$ cat src/rtl/biriscv_divider.sv
// Iterative RV32M divide/remainder unit (DIV, DIVU, REM, REMU).
// Restoring shift-subtract, one quotient bit per cycle, result on a writeback valid/value pair.
module biriscv_divider #(
    parameter int XLEN = 32
) (
    input  logic            clk_i,
    input  logic            rst_i,
    input  logic            opcode_valid_i,
    input  logic [31:0]     opcode_opcode_i,
    input  logic [XLEN-1:0] opcode_ra_operand_i,
    input  logic [XLEN-1:0] opcode_rb_operand_i,
    input  logic            hold_i,
    input  logic            flush_i,
    output logic            busy_o,
    output logic            writeback_valid_o,
    output logic [XLEN-1:0] writeback_value_o
);

    typedef enum logic [1:0] {IDLE, RUN, DONE} state_t;

    state_t          state_q;
    logic [5:0]      count_q;
    logic [XLEN:0]   rem_q;
    logic [XLEN-1:0] quot_q;
    logic [XLEN-1:0] divisor_q;
    logic [XLEN-1:0] dividend_q;
    logic            signed_q;
    logic            rem_sel_q;
    logic            q_neg_q;
    logic            r_neg_q;
    logic            dbz_q;
    logic            ovf_q;
    logic            busy_q;
    logic            valid_q;
    logic [XLEN-1:0] value_q;

    // Decode: OP major opcode, MULDIV funct7, funct3[2] set selects the divide group
    logic is_div;
    logic op_signed;
    logic op_rem;
    logic accept;
    assign is_div    = (opcode_opcode_i[6:0] == 7'b0110011) &&
                       (opcode_opcode_i[31:25] == 7'b0000001) && opcode_opcode_i[14];
    assign op_signed = ~opcode_opcode_i[12];
    assign op_rem    = opcode_opcode_i[13];
    assign accept    = opcode_valid_i && is_div && (state_q == IDLE) && !flush_i && !hold_i;

    logic            a_neg;
    logic            b_neg;
    logic [XLEN-1:0] a_abs;
    logic [XLEN-1:0] b_abs;
    assign a_neg = op_signed & opcode_ra_operand_i[XLEN-1];
    assign b_neg = op_signed & opcode_rb_operand_i[XLEN-1];
    assign a_abs = a_neg ? -opcode_ra_operand_i : opcode_ra_operand_i;
    assign b_abs = b_neg ? -opcode_rb_operand_i : opcode_rb_operand_i;

    // One restoring step: the remainder is always below the divisor, so 33 bits hold the trial difference
    logic [XLEN:0]   rem_shift;
    logic [XLEN:0]   trial;
    logic            trial_ok;
    assign rem_shift = {rem_q[XLEN-1:0], quot_q[XLEN-1]};
    assign trial     = rem_shift - {1'b0, divisor_q};
    assign trial_ok  = ~trial[XLEN];

    logic [XLEN-1:0] quot_fix;
    logic [XLEN-1:0] rem_fix;
    logic [XLEN-1:0] result;
    assign quot_fix = (signed_q && q_neg_q) ? -quot_q : quot_q;
    assign rem_fix  = (signed_q && r_neg_q) ? -rem_q[XLEN-1:0] : rem_q[XLEN-1:0];

    always_comb begin
        result = rem_sel_q ? rem_fix : quot_fix;
        if (dbz_q) begin
            result = rem_sel_q ? dividend_q : '1;
        end else if (ovf_q) begin
            result = rem_sel_q ? '0 : {1'b1, {(XLEN-1){1'b0}}};
        end
    end

    logic unused_bits;
    assign unused_bits = ^{opcode_opcode_i[24:15], opcode_opcode_i[11:7], rem_q[XLEN]};

    // The RUN cycle that finds the counter at zero registers the corrected result
    always_ff @(posedge clk_i or negedge rst_i) begin
        if (!rst_i) begin
            state_q    <= IDLE;
            count_q    <= '0;
            rem_q      <= '0;
            quot_q     <= '0;
            divisor_q  <= '0;
            dividend_q <= '0;
            signed_q   <= 1'b0;
            rem_sel_q  <= 1'b0;
            q_neg_q    <= 1'b0;
            r_neg_q    <= 1'b0;
            dbz_q      <= 1'b0;
            ovf_q      <= 1'b0;
            busy_q     <= 1'b0;
            valid_q    <= 1'b0;
            value_q    <= '0;
        end else if (flush_i) begin
            state_q <= IDLE;
            busy_q  <= 1'b0;
            valid_q <= 1'b0;
        end else begin
            case (state_q)
                IDLE: begin
                    if (accept) begin
                        state_q    <= RUN;
                        busy_q     <= 1'b1;
                        count_q    <= 6'd32;
                        rem_q      <= '0;
                        quot_q     <= a_abs;
                        divisor_q  <= b_abs;
                        dividend_q <= opcode_ra_operand_i;
                        signed_q   <= op_signed;
                        rem_sel_q  <= op_rem;
                        q_neg_q    <= opcode_ra_operand_i[XLEN-1] ^ opcode_rb_operand_i[XLEN-1];
                        r_neg_q    <= opcode_ra_operand_i[XLEN-1];
                        dbz_q      <= (opcode_rb_operand_i == '0);
                        ovf_q      <= op_signed &&
                                      (opcode_ra_operand_i == {1'b1, {(XLEN-1){1'b0}}}) &&
                                      (opcode_rb_operand_i == '1);
                    end
                end
                RUN: begin
                    if (count_q != 6'd0) begin
                        rem_q   <= trial_ok ? trial : rem_shift;
                        quot_q  <= {quot_q[XLEN-2:0], trial_ok};
                        count_q <= count_q - 6'd1;
                    end else begin
                        state_q <= DONE;
                        valid_q <= 1'b1;
                        value_q <= result;
                    end
                end
                DONE: begin
                    if (!hold_i) begin
                        state_q <= IDLE;
                        busy_q  <= 1'b0;
                        valid_q <= 1'b0;
                    end
                end
                default: state_q <= IDLE;
            endcase
        end
    end

    assign busy_o            = busy_q;
    assign writeback_valid_o = valid_q;
    assign writeback_value_o = value_q;

endmodule

$ cat config.mk
export PLATFORM = sky130hd
export DESIGN_NAME = biriscv_divider
export DESIGN_NICKNAME = d
export VERILOG_FILES = /design/src/rtl/biriscv_divider.sv
export SDC_FILE = /design/constraint.sdc
export NUM_CORES = 1
export LEC_CHECK = 0
export BUFFER_PORTS_ARGS = -buffer_cell sky130_fd_sc_hd__buf_4
export CELL_PAD_IN_SITES_DETAIL_PLACEMENT = 1
export CELL_PAD_IN_SITES_GLOBAL_PLACEMENT = 1
export CORE_ASPECT_RATIO = 1.2
export CORE_MARGIN = 10
export CORE_UTILIZATION = 45
export CTS_CLUSTER_DIAMETER = 120
export DETAILED_ROUTE_END_ITERATION = 8
export PLACE_DENSITY = 0.87
export SKIP_CTS_REPAIR_TIMING = 1
export SLEW_MARGIN = 20
export SYNTH_ARGS = -nofsm -noshare
export SYNTH_HDL_FRONTEND = slang
export SYNTH_SLANG_ARGS = --single-unit
$ cat constraint.sdc
create_clock -name clk_i -period 3.8 [get_ports clk_i]
set_input_delay 0.76 -clock clk_i [delete_from_list [all_inputs] [get_ports clk_i]]
set_output_delay 0.76 -clock clk_i [all_outputs]
set_load 0.05 [all_outputs]
After elaboration in Yosys (flattened, before gate mapping)
Cells that the tools add are included.
Widths: inputs -> output; s select.
Cells by class
  reductions and logical operators: 24
  bitwise operators: 7
  multiplexer cells: 31
  add/subtract/negate cells: 6
  equality and inequality tests: 11
Operators by type and width (count)
  $mux 32: 14
  $neg 32->32: 4
  $pmux 32 s2: 2
  $eq 32x32->1 const B: 2
  $sub 33x32->33: 1
  $logic_not 32->1: 1
  $reduce_and 3->1: 5
  $mux 6: 2
  $pmux 6 s2: 1
  $logic_and 1x1->1: 10
  $ne 3x3->1 const B: 3
  $mux 2: 4
  $eq 7x1->1 const B: 1
  $eq 7x6->1 const B: 1
  $pmux 2 s3: 1
  $reduce_bool 3->1: 2
  $reduce_bool 6->1: 1
  $sub 6x1->6 const B: 1
  $mux 1: 5
  $ne 2x2->1 const B: 2
  $not 1->1: 4
  $pmux 1 s2: 2
  $reduce_and 4->1: 1
  $and 1x1->1: 2
  6 further kinds: 7
Word-level totals
  register bits: 176
  output and inout port bits: 34
  input port bits: 101

Longest topological paths before layout
  depth after elaboration: 10
  mapped depth: 15
  gate-level depth less buffers: 13

Least setup slack after synthesis
OpenSTA, ideal clock, no wires.
  kind: flip-flop to flip-flop
  start point: register quot_q[31]
  end point: register rem_q[14]
  required time: 3.674 ns
  arrival time: 3.062 ns
  path buffers: 1
  stages on the path, launching flop included: 15
  slack: 0.612 ns
  path through: dfrtp_1 > inv_1 > ha_1 > fa_1 > nand2b_1 > a21oi_1 > o2111ai_1 > o211ai_1 > o2bb2ai_1 > a31oi_1 > a21boi_1 > or3_1 > clkbuf_1 > a21oi_1 > a221o_1
Between the ends
  longest elaborated chain between the ends: 4
RTL lines
  start: declaration: line 24  | logic [XLEN-1:0] quot_q;
  start signal: assignment: line 113  | quot_q <= a_abs;
  start signal: assignment: line 129  | quot_q <= {quot_q[XLEN-2:0], trial_ok};
  $sub 33x32->33: line 62  | assign trial = rem_shift - {1'b0, divisor_q};
  $mux 32: line 128  | rem_q <= trial_ok ? trial : rem_shift;
  $mux 32: line 127  | if (count_q != 6'd0) begin
  $pmux 32 s2: line 106  | case (state_q)
  end signal: assignment: line 128
  end: declaration: line 23  | logic [XLEN:0] rem_q;
No other way between the ends. The select of a mux whose other input is x is not followed.
A chain may end at the register's enable or synchronous reset.

Worst setup path in the final report
  start point: register quot_q[31]
  end point: register rem_q[9]
Same word-level chain as after synthesis.

==> results.txt <==
----------------------------------------------------
[Routing]
  Post-route DRC ... 0
  Count of antenna-violating nets left after detailed routing ... 0
  Number of DRC markers after the initial detailed-route iteration ... 785
  Vias per std cell ... 6.05
  Wire per inst ... 20.9 microns
  Overall via count from detail_route ... 11,272
  Number of detailed-routing iterations run before antenna repair ... 6
  Wire length after detailed routing ... 39.0 mm

[Synth]
  Fraction of the yosys area taken by sequential cells ... 36.3%
  Area share of the leading cell type in the synthesized netlist ... 36.3%
  Mean area per synthesized cell ... 8.42 sq um
  Largest area contributor in the netlist ... dfrtp_1
  Cells after Synth ... 1,432
  Number of flops mapped to enable cells by yosys ... 0
  Synth warnings ... 0
  Flip-flop and latch count after synthesis ... 175
  Top area cells in the synthesized netlist ... dfrtp_1, o21ai_0, a21oi_1
  Number of nets produced by synthesis ... 1,573
  Count of unique library cells instantiated by Yosys ... 73
  Share of flip-flops with an asynchronous set or reset ... 100%
  Mapped cell area ... 12,100 sq um
  Dominant register cell in the synthesized netlist ... dfrtp_1

[STA]
  Number of endpoints failing setup at the final stage ... 0
  Worst hold slack across all endpoints ... 0.354 ns
  Final-report hold violation count ... 0
  Transition time of the tightest slew-check pin ... 1.02 ns
  Relative slew slack ... 32.1%
  Setup slack after layout ... 0.163 ns
  Largest clock skew in the final design ... 0.00972 ns
  Shortest clock period the worst path allows after layout ... 3.64 ns
  Final worst path period share ... 95.7%
  Timing-limited maximum frequency ... 275 MHz
  Slew Limit Fails ... 0

[Clocking]
  Root Buffer Master ... clkbuf_16
  Buffer depth of the longest clock path ... 2
  Clock tree from TritonCTS ... done
  H-Tree Depth ... 4
  Number of buffers added by the clock tree synthesis step ... 17
  Worst-Skew Late Latency ... 0.45 ns
  Worst-path clk slew ... 0.07 ns
  Clk sink count ... 175

[Setup path]
  WS Path Type ... flop to flop
  Length in cells of the worst reg-to-reg path ... 14
  Number of cells on the critical path ... 14
  Crit path max fanout ... 30
  Data arrival time at the worst-slack endpoint ... 3.97 ns
  Critical path endpoint ... rem_q[9]
  Crit Reg-Reg Endpoint ... rem_q[9]
  Crit. End Element ... flop
  Launching element type of the critical path ... flop
  Start point of the critical path ... quot_q[31]
  Cell chain of the critical path ... inv_1 -> ha_1 -> fa_1 -> nand2b_1 -> a21oi_2 -> o2111ai_1 -> o211ai_1 -> o2bb2ai_1 -> a31oi_2 -> a21boi_2 -> nor2_1 -> mux2i_2 -> buf_12 -> a221o_1
  R2r startpoint ... quot_q[31]
  Slowest CP cell ... fa_1
  Req. time, crit path ... 4.13 ns
  Cell family contributing the most delay on the critical path ... compound AO/OA/AOI/OAI gates
  Max incr delay on CP ... 0.41 ns
  Worst path buffer plus inverter count ... 2
  Setup slack, reg-to-reg ... 0.16 ns

[Layout]
  Final design instance area without fill ... 13,900 sq um
  Proportion of layout cells with a drive suffix above 1 ... 16.2%
  Core occupancy in the finished layout ... 52.7%
  Diodes inserted ... 0
  Number of nets in the final layout ... 1,657
  Area of combinational cells with multiple inputs ... 7150 sq um
  Area delta synth->final ... 15.2%
  Filler cells ... 3,216
  Footprint of the flip-flops and latches ... 4380 sq um
  Top library cells by usage in the layout, fill and taps aside ... dfrtp_1, nand2_1, o21ai_0
  Most frequent standard cell in the layout excluding fill and tap cells ... dfrtp_1

[Outcome]
  Outcome ... completed

[GRT]
  Via count of the first global-routing pass ... 12,269
  Overall overflow remaining after global route ... 0
  Largest net degree at the start of global routing ... 97
  Total GRT Usage ... 23.0%
  Antenna violations before repair ... 0
  Global-route wire length before repair ... 63.7 mm

[Hold path]
  Class of the worst hold path ... input port to asynchronous set/reset pin

[Placement]
  Worst setup timing slack at the placement stage ... 0.0742 ns
  Global placer's final weighted congestion ... 0.863
  IO Port Bufs ... 119
  Estimated wirelength of the detail-placed design ... 27.9 mm
  DP Area ... 13,300 sq um

[Floorplanning]
  Die span in x ... 169 microns
  Number of placement rows ... 65
  Height of the die ... 199 microns
  Core region area ... 26,400 sq um
  Boundary pin count ... 135
  Total Die Area ... 33,800 sq um
  Effective utilization at floorplan ... 45.8%

[Pwr]
  Worst ir drop on vdd ... 210 uV
  Leak ... 6.28 nW
  Total power per unit cell area ... 291 nW/um^2
  Final Power ... 4.04 mW

[Job]
  Number of max-cap violations ... 0

----------------------------------------------------
## how the worst min path moves through the flow
stage                                  endpoint
after global placement    writeback_value_o[17]
after detailed placement  writeback_value_o[13]
after global routing             dividend_q[27]
after CTS                        dividend_q[27]
after floorplan                          busy_o
final                            dividend_q[27]
## area by class of cell
type / count / share of cell area (%)
clock buffers: 17 / 3.06
inverters: 62 / 1.68
repair buffers: 146 / 8.19
multi-input cells: 1114 / 51.5
flip-flops and latches: 175 / 31.5
well taps: 335 / 3.02
clock inverters: 15 / 1.08
## metal layers
metal,share of wire [%],vias up,wire length [microns],global-route usage (%)
li1,-,5258,-,-
met1,42,5658,16300,27.2
met2,52,285,20200,41.2
met3,3.8,71,1470,3.40
met4,2.6,0,1010,8.42
met5,0,-,0,0
## stage by stage
stage | std cells | TNS [ns]
floorplan | 1432 | 0
global placement | 1832 | 0
detailed placement | 1832 | 0
CTS | 1864 | 0
global route | 1864 | -0.0348
finish | 1864 | 0
## logic make-up (layout without fill, tap and decap cells)
family	after synthesis	count (layout)	synth area share, %
multiplexers	41	41	3.77
adder cells (fa/ha/maj)	40	40	4.21
AO/OA/AOI/OAI	451	451	22.7
buffers and inverters	143	240	4.72
flip-flops	175	175	36.3
AND/OR/NAND/NOR	431	431	17.3
XOR/XNOR	151	151	11.0
## sequential cells by signal, summed over array words and instances, names as in the netlist, 2 cells and up
name	count
rem_q	32
divisor_q	32
state_q	2
quot_q	32
writeback_value_o	32
dividend_q	32
count_q	6
## cells in the mapped netlist (10+ instances only)
cell type / count
mux2_2: 35
or3_1: 13
a21oi_1: 147
dfrtp_1: 175
o211ai_1: 10
inv_1: 62
clkbuf_1: 56
a221o_1: 31
buf_1: 13
nand2_1: 162
o31ai_1: 17
and2_1: 10
nor4_1: 17
xnor2_1: 77
nand3_1: 17
a21o_1: 10
nor3_1: 30
a31oi_1: 16
o22ai_1: 13
o21ai_0: 149
nor2_1: 104
ha_1: 39
nand2b_1: 18
xor2_1: 74
## report_power, final
| part | internal, mW | leakage [nW] | total, mW | switching, mW |
|---|---|---|---|---|
| logic | 0.150 | 3.68 | 0.389 | 0.239 |
| clock network | 0.923 | 0.269 | 1.77 | 0.846 |
| registers | 1.88 | 2.33 | 1.88 | 0.00896 |
| total | 2.95 | 6.28 | 4.04 | 1.09 |
Note: power is estimated with default switching activity, not from simulation.
